--- config.mk ---
export PLATFORM = sky130hd
export DESIGN_NAME = round_share_arb_flat
export DESIGN_NICKNAME = d
export VERILOG_FILES = /design/src/rtl/round_share_arb_if.sv /design/src/rtl/round_share_arb.sv /design/src/flat_wrapper.sv
export SDC_FILE = /design/constraint.sdc
export NUM_CORES = 1
export LEC_CHECK = 0
export BUFFER_PORTS_ARGS = -buffer_cell sky130_fd_sc_hd__buf_2
export CAP_MARGIN = 25
export CORE_MARGIN = 2
export CORE_UTILIZATION = 50
export DETAILED_ROUTE_END_ITERATION = 8
export GPL_TIMING_DRIVEN = 0
export PLACE_DENSITY = 0.76
export SETUP_SLACK_MARGIN = 0.05
export SYNTH_ARGS = -nofsm -noshare
export SYNTH_HDL_FRONTEND = slang
export SYNTH_SLANG_ARGS = --single-unit
--- constraint.sdc ---
create_clock -name clk -period 3.38 [get_ports clk]
set_input_delay 0.338 -clock clk [delete_from_list [all_inputs] [get_ports clk]]
set_output_delay 0.338 -clock clk [all_outputs]
set_load 0.03 [all_outputs]
--- src/rtl/round_share_arb_if.sv ---
// -----------------------------------------------------------------------------
// round_share_arb_if
// Handshake bundle between the two sample requesters, the shared rounding
// arbiter and the integer-domain consumer.
//   req0_* / req1_* : requester valid/ready handshake, signed Q4.1 sample, mode
//   out_*           : registered result handshake, signed integer, id, sat flag
// Modports:
//   slave  - the arbiter's view (takes requests, produces results)
//   master - the environment's view (drives requests, consumes results)
// -----------------------------------------------------------------------------
interface round_share_arb_if;
  logic              req0_valid;
  logic              req0_ready;
  logic signed [4:0] req0_data;
  logic        [1:0] req0_mode;
  logic              req1_valid;
  logic              req1_ready;
  logic signed [4:0] req1_data;
  logic        [1:0] req1_mode;
  logic              out_valid;
  logic              out_ready;
  logic signed [3:0] out_data;
  logic              out_id;
  logic              out_sat;

  modport slave (
    input  req0_valid, req0_data, req0_mode,
    input  req1_valid, req1_data, req1_mode,
    input  out_ready,
    output req0_ready, req1_ready,
    output out_valid, out_data, out_id, out_sat
  );

  modport master (
    output req0_valid, req0_data, req0_mode,
    output req1_valid, req1_data, req1_mode,
    output out_ready,
    input  req0_ready, req1_ready,
    input  out_valid, out_data, out_id, out_sat
  );
endinterface

--- src/rtl/round_share_arb.sv ---
// -----------------------------------------------------------------------------
// round_share_arb
// Shares one signed Q4.1 -> 4-bit integer rounding datapath between two
// requesters with round-robin arbitration. Each request carries its own
// rounding mode (ceil, floor, round-half-away, truncate). The result sits in a
// single output register with valid/ready back-pressure; saturated results
// taken by the consumer are counted.
// Ports:
//   clk     - rising-edge clock
//   rst_n   - asynchronous active-low reset
//   bus     - request/result handshake bundle (slave side)
//   clr_cnt - synchronous clear of sat_cnt (wins over increment)
//   sat_cnt - saturating count of consumed saturated results
// -----------------------------------------------------------------------------
module round_share_arb #(
  parameter int CNT_W = 8
) (
  input  logic             clk,
  input  logic             rst_n,
  round_share_arb_if.slave bus,
  input  logic             clr_cnt,
  output logic [CNT_W-1:0] sat_cnt
);

  localparam int DATA_W = 5;
  localparam int RES_W  = 4;

  typedef enum logic {EMPTY = 1'b0, FULL = 1'b1} state_t;

  state_t state, state_nxt;
  logic   ptr;
  logic   slot_free;
  logic   grant;
  logic   gnt_id;

  logic signed [DATA_W-1:0] sel_data_p0;
  logic        [1:0]        sel_mode_p0;
  logic signed [RES_W-1:0]  rnd_data_p0;
  logic                     rnd_sat_p0;

  logic signed [RES_W-1:0]  res_data_p1;
  logic                     res_id_p1;
  logic                     res_sat_p1;

  // Q4.1 to integer in a 5-bit intermediate so +7.5 rounded up (=8) is
  // still representable for the saturation check.
  function automatic logic signed [DATA_W-1:0] round_q41(
    input logic signed [DATA_W-1:0] d,
    input logic        [1:0]        mode
  );
    logic signed [DATA_W-1:0] fl;
    logic signed [DATA_W-1:0] up;
    fl = d >>> 1;
    up = fl + {{(DATA_W-1){1'b0}}, d[0]};
    unique case (mode)
      2'b00:   return up;
      2'b01:   return fl;
      2'b10:   return d[DATA_W-1] ? fl : up;
      default: return d[DATA_W-1] ? up : fl;
    endcase
  endfunction

  // Returns {sat, value}; only the positive limit can be exceeded.
  function automatic logic [RES_W:0] sat_q41(
    input logic signed [DATA_W-1:0] r
  );
    if (r > 5'sd7) return {1'b1, 4'b0111};
    return {1'b0, r[RES_W-1:0]};
  endfunction

  // ---- stage p0: arbitration and combinational rounding ----
  always_comb begin
    grant     = 1'b0;
    gnt_id    = ptr;
    slot_free = (state == EMPTY) || bus.out_ready;
    if (slot_free) begin
      if (bus.req0_valid && bus.req1_valid) begin
        grant  = 1'b1;
        gnt_id = ptr;
      end else if (bus.req0_valid) begin
        grant  = 1'b1;
        gnt_id = 1'b0;
      end else if (bus.req1_valid) begin
        grant  = 1'b1;
        gnt_id = 1'b1;
      end
    end
  end

  assign bus.req0_ready = grant && !gnt_id;
  assign bus.req1_ready = grant &&  gnt_id;

  assign sel_data_p0 = gnt_id ? bus.req1_data : bus.req0_data;
  assign sel_mode_p0 = gnt_id ? bus.req1_mode : bus.req0_mode;
  assign {rnd_sat_p0, rnd_data_p0} = sat_q41(round_q41(sel_data_p0, sel_mode_p0));

  always_comb begin
    state_nxt = state;
    unique case (state)
      EMPTY:   if (grant) state_nxt = FULL;
      FULL:    if (bus.out_ready && !grant) state_nxt = EMPTY;
      default: state_nxt = EMPTY;
    endcase
  end

  always_ff @(posedge clk or negedge rst_n) begin
    if (!rst_n) begin
      state <= EMPTY;
      ptr   <= 1'b0;
    end else begin
      state <= state_nxt;
      if (grant) ptr <= ~gnt_id;
    end
  end

  // ---- stage p1: result register ----
  // Loaded only on a grant, so a drain leaves the last result visible.
  always_ff @(posedge clk or negedge rst_n) begin
    if (!rst_n) begin
      res_data_p1 <= '0;
      res_id_p1   <= 1'b0;
      res_sat_p1  <= 1'b0;
    end else if (grant) begin
      res_data_p1 <= rnd_data_p0;
      res_id_p1   <= gnt_id;
      res_sat_p1  <= rnd_sat_p0;
    end
  end

  assign bus.out_valid = (state == FULL);
  assign bus.out_data  = res_data_p1;
  assign bus.out_id    = res_id_p1;
  assign bus.out_sat   = res_sat_p1;

  // Counts only results actually handed to the consumer.
  always_ff @(posedge clk or negedge rst_n) begin
    if (!rst_n) begin
      sat_cnt <= '0;
    end else if (clr_cnt) begin
      sat_cnt <= '0;
    end else if (bus.out_valid && bus.out_ready && res_sat_p1 && !(&sat_cnt)) begin
      sat_cnt <= sat_cnt + 1'b1;
    end
  end

endmodule

--- src/flat_wrapper.sv ---
// flat-port wrapper written by rule: the top's interface ports become plain ports
module round_share_arb_flat 
#(
  parameter int CNT_W = 8
)
  (clk, rst_n, clr_cnt, sat_cnt, bus_req0_valid, bus_req0_data, bus_req0_mode, bus_req1_valid, bus_req1_data, bus_req1_mode, bus_out_ready, bus_req0_ready, bus_req1_ready, bus_out_valid, bus_out_data, bus_out_id, bus_out_sat);
  round_share_arb_if bus_i ();
  input  logic clk;
  input  logic rst_n;
  input  logic clr_cnt;
  output logic [CNT_W-1:0] sat_cnt;
  input wire logic [$bits(bus_i.req0_valid)-1:0] bus_req0_valid;
  input wire logic [$bits(bus_i.req0_data)-1:0] bus_req0_data;
  input wire logic [$bits(bus_i.req0_mode)-1:0] bus_req0_mode;
  input wire logic [$bits(bus_i.req1_valid)-1:0] bus_req1_valid;
  input wire logic [$bits(bus_i.req1_data)-1:0] bus_req1_data;
  input wire logic [$bits(bus_i.req1_mode)-1:0] bus_req1_mode;
  input wire logic [$bits(bus_i.out_ready)-1:0] bus_out_ready;
  output wire logic [$bits(bus_i.req0_ready)-1:0] bus_req0_ready;
  output wire logic [$bits(bus_i.req1_ready)-1:0] bus_req1_ready;
  output wire logic [$bits(bus_i.out_valid)-1:0] bus_out_valid;
  output wire logic [$bits(bus_i.out_data)-1:0] bus_out_data;
  output wire logic [$bits(bus_i.out_id)-1:0] bus_out_id;
  output wire logic [$bits(bus_i.out_sat)-1:0] bus_out_sat;
  assign bus_i.req0_valid = bus_req0_valid;
  assign bus_i.req0_data = bus_req0_data;
  assign bus_i.req0_mode = bus_req0_mode;
  assign bus_i.req1_valid = bus_req1_valid;
  assign bus_i.req1_data = bus_req1_data;
  assign bus_i.req1_mode = bus_req1_mode;
  assign bus_i.out_ready = bus_out_ready;
  assign bus_req0_ready = bus_i.req0_ready;
  assign bus_req1_ready = bus_i.req1_ready;
  assign bus_out_valid = bus_i.out_valid;
  assign bus_out_data = bus_i.out_data;
  assign bus_out_id = bus_i.out_id;
  assign bus_out_sat = bus_i.out_sat;
  round_share_arb #(.CNT_W(CNT_W)) u_core (.clk(clk), .rst_n(rst_n), .bus(bus_i), .clr_cnt(clr_cnt), .sat_cnt(sat_cnt));
endmodule
==> flow_summary_export.csv <==
group,metric,value,unit
synth,ys_warn_count,0,
critical_path,critPathArrivalTime,3170,ps
route,wl_per_cell,13.2,um
floorplanning,start_util,52.5,%
power_and_ir_drop,combPwrFrac,43.2,%
power_and_ir_drop,power.density,461,mW/mm^2
finish,final_cell_mix,"buf_2 (34), nand2_1 (20), dfrtp_1 (16), nor2_1 (11), a21oi_1 (10)",
run_status,status,"finished, final reports clean",
clock_network,htreeDepth,1,
critical_path,crit_path_top_delay_cell,"dfrtp_1",
global_route,grt_max_degree,17,
timing,grt_setup_unrepaired,"false",
finish,regArea,400,um^2
clock_network,clockBufferDepth,2,
route,drt-vias-per-instance,5.38,
route,drc,0,
timing,fin_skew,1.70,ps
synth,synth_edf_count,0,
clock_network,clk_pin_slew,100,ps
finish,post-route-util,63.8,%
route,dr.pass1.iters,4,
finish,final_nets,196,
critical_path,worstSetupPathType,"flop to flop",
synth,synth_seq_cells,16,
synth,synth_flop_cell,"dfrtp_1",
power_and_ir_drop,power.internal,0.393,mW
synth,yosys.cell_types.count,38,
timing,tightest_slew,534,ps
finish,final_common_cell,"buf_2",
synth,yosysSeqAreaShare,34.8,%
critical_path,critPathTopFamily,"compound AO/OA/AOI/OAI gates",
synth,syn_nets,157,
floorplanning,fp.dieH,52.0,um
route,initialDrtViolationCount,12,
synth,netlist_instances,131,
timing,slew_violations,0,
clock_network,cts_sinks,16,
floorplanning,num_rows,17,
min_path,min_path_type,"input pin to flop",
finish,final_cell_count_no_fill,197,
clock_network,numCtsBuffers,3,
timing,setup_violations,0,
floorplanning,core_area,0.00219,mm^2
floorplanning,dieArea,0.00270,mm^2
critical_path,required,3560,ps
power_and_ir_drop,switchingPower,0.252,mW
power_and_ir_drop,p_leak,0.675,nW
critical_path,cpPeakStageDelay,440,ps
placed_design,numPlacedInstances,192,
global_route,antenna_found_initial,0,
finish,fillers,196,
critical_path,critPathMaxFanout,10,
power_and_ir_drop,ir_drop,0.239,mV
floorplanning,ioPinCount,37,
finish,drive_gt1_share,28.4,%
power_and_ir_drop,seqPwrFrac,37.0,%
timing,fmax,335,MHz
clock_network,cts_tree,"built",
route,vias,1059,
finish,diodes,0,
placed_design,dpl.hpwl,2060,um
clock_network,clockRootBuffer,"clkbuf_4",
synth,synthArstFlopShare,100,%
synth,synth_area,0.00115,mm^2
timing,hold_viol_final,0,
timing,fin_crit_sh,88.4,%
floorplanning,die_x,52.0,um
clock_network,clk_latency,280,ps
route,drt-total-wl,2600,um
global_route,overflow,0,
critical_path,cp-end-kind,"flop",
finish,syn_to_final_growth,21.4,%
timing,slew_headroom,64.1,%
critical_path,crit_buf_inv,2,
timing,fin_tns_setup,0,ps
critical_path,cp_cell_sequence,"and2b_1, o21ai_2, a21oi_2, buf_6, buf_8, mux2_2, ha_1, nand3_1, ha_1, nor3_1, a31oi_1, a21oi_1, a21oi_1, nor2_1, a32o_1",
finish,multiInputGateArea,701,um^2
global_route,grt_pass1_vias,1021,
synth,syn_area_per_cell,8.79,um^2
route,drtAntennaViolNets,0,
power_and_ir_drop,swShare,39.1,%
global_route,grt_pass1_wl,4300,um
placed_design,port_buffers,33,
global_route,gr-usage-all-layers,21.2,%
job,drv_cap,0,
placed_design,routabilityCongestion,0.843,
power_and_ir_drop,pwr-share-clk,19.7,%
critical_path,worst_setup_path_start_kind,"flop",
clock_network,cts_setup_buffers,0,
timing,fin_crit,2990,ps
worst reg2reg max path, stage by stage, from the launching register on:
cell	delay, ps
dfrtp_1	440
and2b_1	190
o21ai_2	60
a21oi_2	190
buf_6	170
buf_8	140
mux2_2	350
ha_1	260
nand3_1	100
ha_1	150
nor3_1	40
a31oi_1	140
a21oi_1	80
a21oi_1	220
nor2_1	70
a32o_1	280
power by group through the flow:
stage               Clock (mW)  Combinational, mW  Sequential (mW)
floorplan                    0              0.156            0.288
global placement             0              0.271            0.241
detailed placement           0              0.279            0.243
CTS                      0.130              0.281            0.239
global route             0.136              0.308            0.243
finish                   0.127              0.279            0.239
routing by layer:
layer | vias to the layer above | part of all wire [%] | track usage, %
li1 | 549 | - | -
met3 | 2 | 3.3 | 2.87
met4 | 0 | 0.65 | 6.58
met5 | - | 0 | 0
met1 | 482 | 46 | 25.5
met2 | 26 | 50 | 38.4
repair_timing:
item / CTS / global route
hold buffers: 1 / 0
resized for setup: 0 / 0
endpoints found under the hold margin: 16 / 0
cell families after synthesis:
group | after synthesis | share of synthesized area [%]
buffers and inverters | 8 | 4.35
muxes | 6 | 5.54
DFF | 16 | 34.8
xor gates and xnor gates | 11 | 8.37
AOI/OAI and AO/OA | 35 | 20.1
and+or+nand+nor | 49 | 20.3
adders and majority gates | 6 | 6.52
final cells by class:
type / instances / area share (%)
Buffer: 5 / 2.78
Clock buffer: 4 / 2.60
Inverter: 3 / 0.806
Multi-Input combinational cell: 107 / 50.1
Sequential cell: 16 / 28.6
Tap cell: 28 / 2.51
Timing Repair Buffer: 34 / 12.5
synthesized netlist by cell type (2+ instances only):
master   number  area, um^2
or3_1         2        12.5
ha_1          6        75.1
mux2i_1       3        30.0
mux2_2        3        33.8
o21ai_1       2        10.0
o21ai_0       5        25.0
xnor2_1       2        17.5
a21oi_1      10        50.1
nand2_1      20        75.1
nand3_1       4        20.0
nand4_1       4        25.0
inv_1         3        11.3
dfrtp_1      16         400
a211o_1       2        17.5
xor2_1        9        78.8
nor3_1        2        10.0
a31oi_1       7        43.8
nor2_1       11        41.3
per-stage QoR:
step                      total power [mW]  instance area, um^2  hold WS (ps)  setup WS, ps
after global routing                 0.687                 1400           318           122
after floorplan                      0.444                 1150          42.4           468
final                                0.645                 1400           308           391
after detailed placement             0.522                 1350           269           312
after CTS                            0.649                 1400           298           381
after global placement               0.512                 1350           261           380
registers in the layout (all words and copies together), names as in the netlist:
| signal | count |
|---|---|
| u_core.ptr | 1 |
| u_core.sat_cnt | 8 |
| u_core.bus.out_data | 4 |
| u_core.bus.out_id | 1 |
| u_core.bus.out_sat | 1 |
| u_core.bus.out_valid | 1 |
final timing paths:
| check | start | end | slack [ps] | cells after the start |
|---|---|---|---|---|
| setup / recovery | u_core.bus.out_valid | u_core.bus.out_data[3] | 390 | 15 |
| hold / removal | bus_req1_valid | u_core.ptr | 310 | 2 |
| setup reg to reg | u_core.bus.out_valid | u_core.bus.out_data[3] | 390 | 15 |
| hold reg to reg | u_core.bus.out_id | u_core.bus.out_id | 500 | 1 |
| max in group asynchronous | rst_n | u_core.sat_cnt[4] | 2630 | 2 |
| min in group asynchronous | rst_n | u_core.sat_cnt[1] | 490 | 2 |
(Power assumes the default switching activity.)
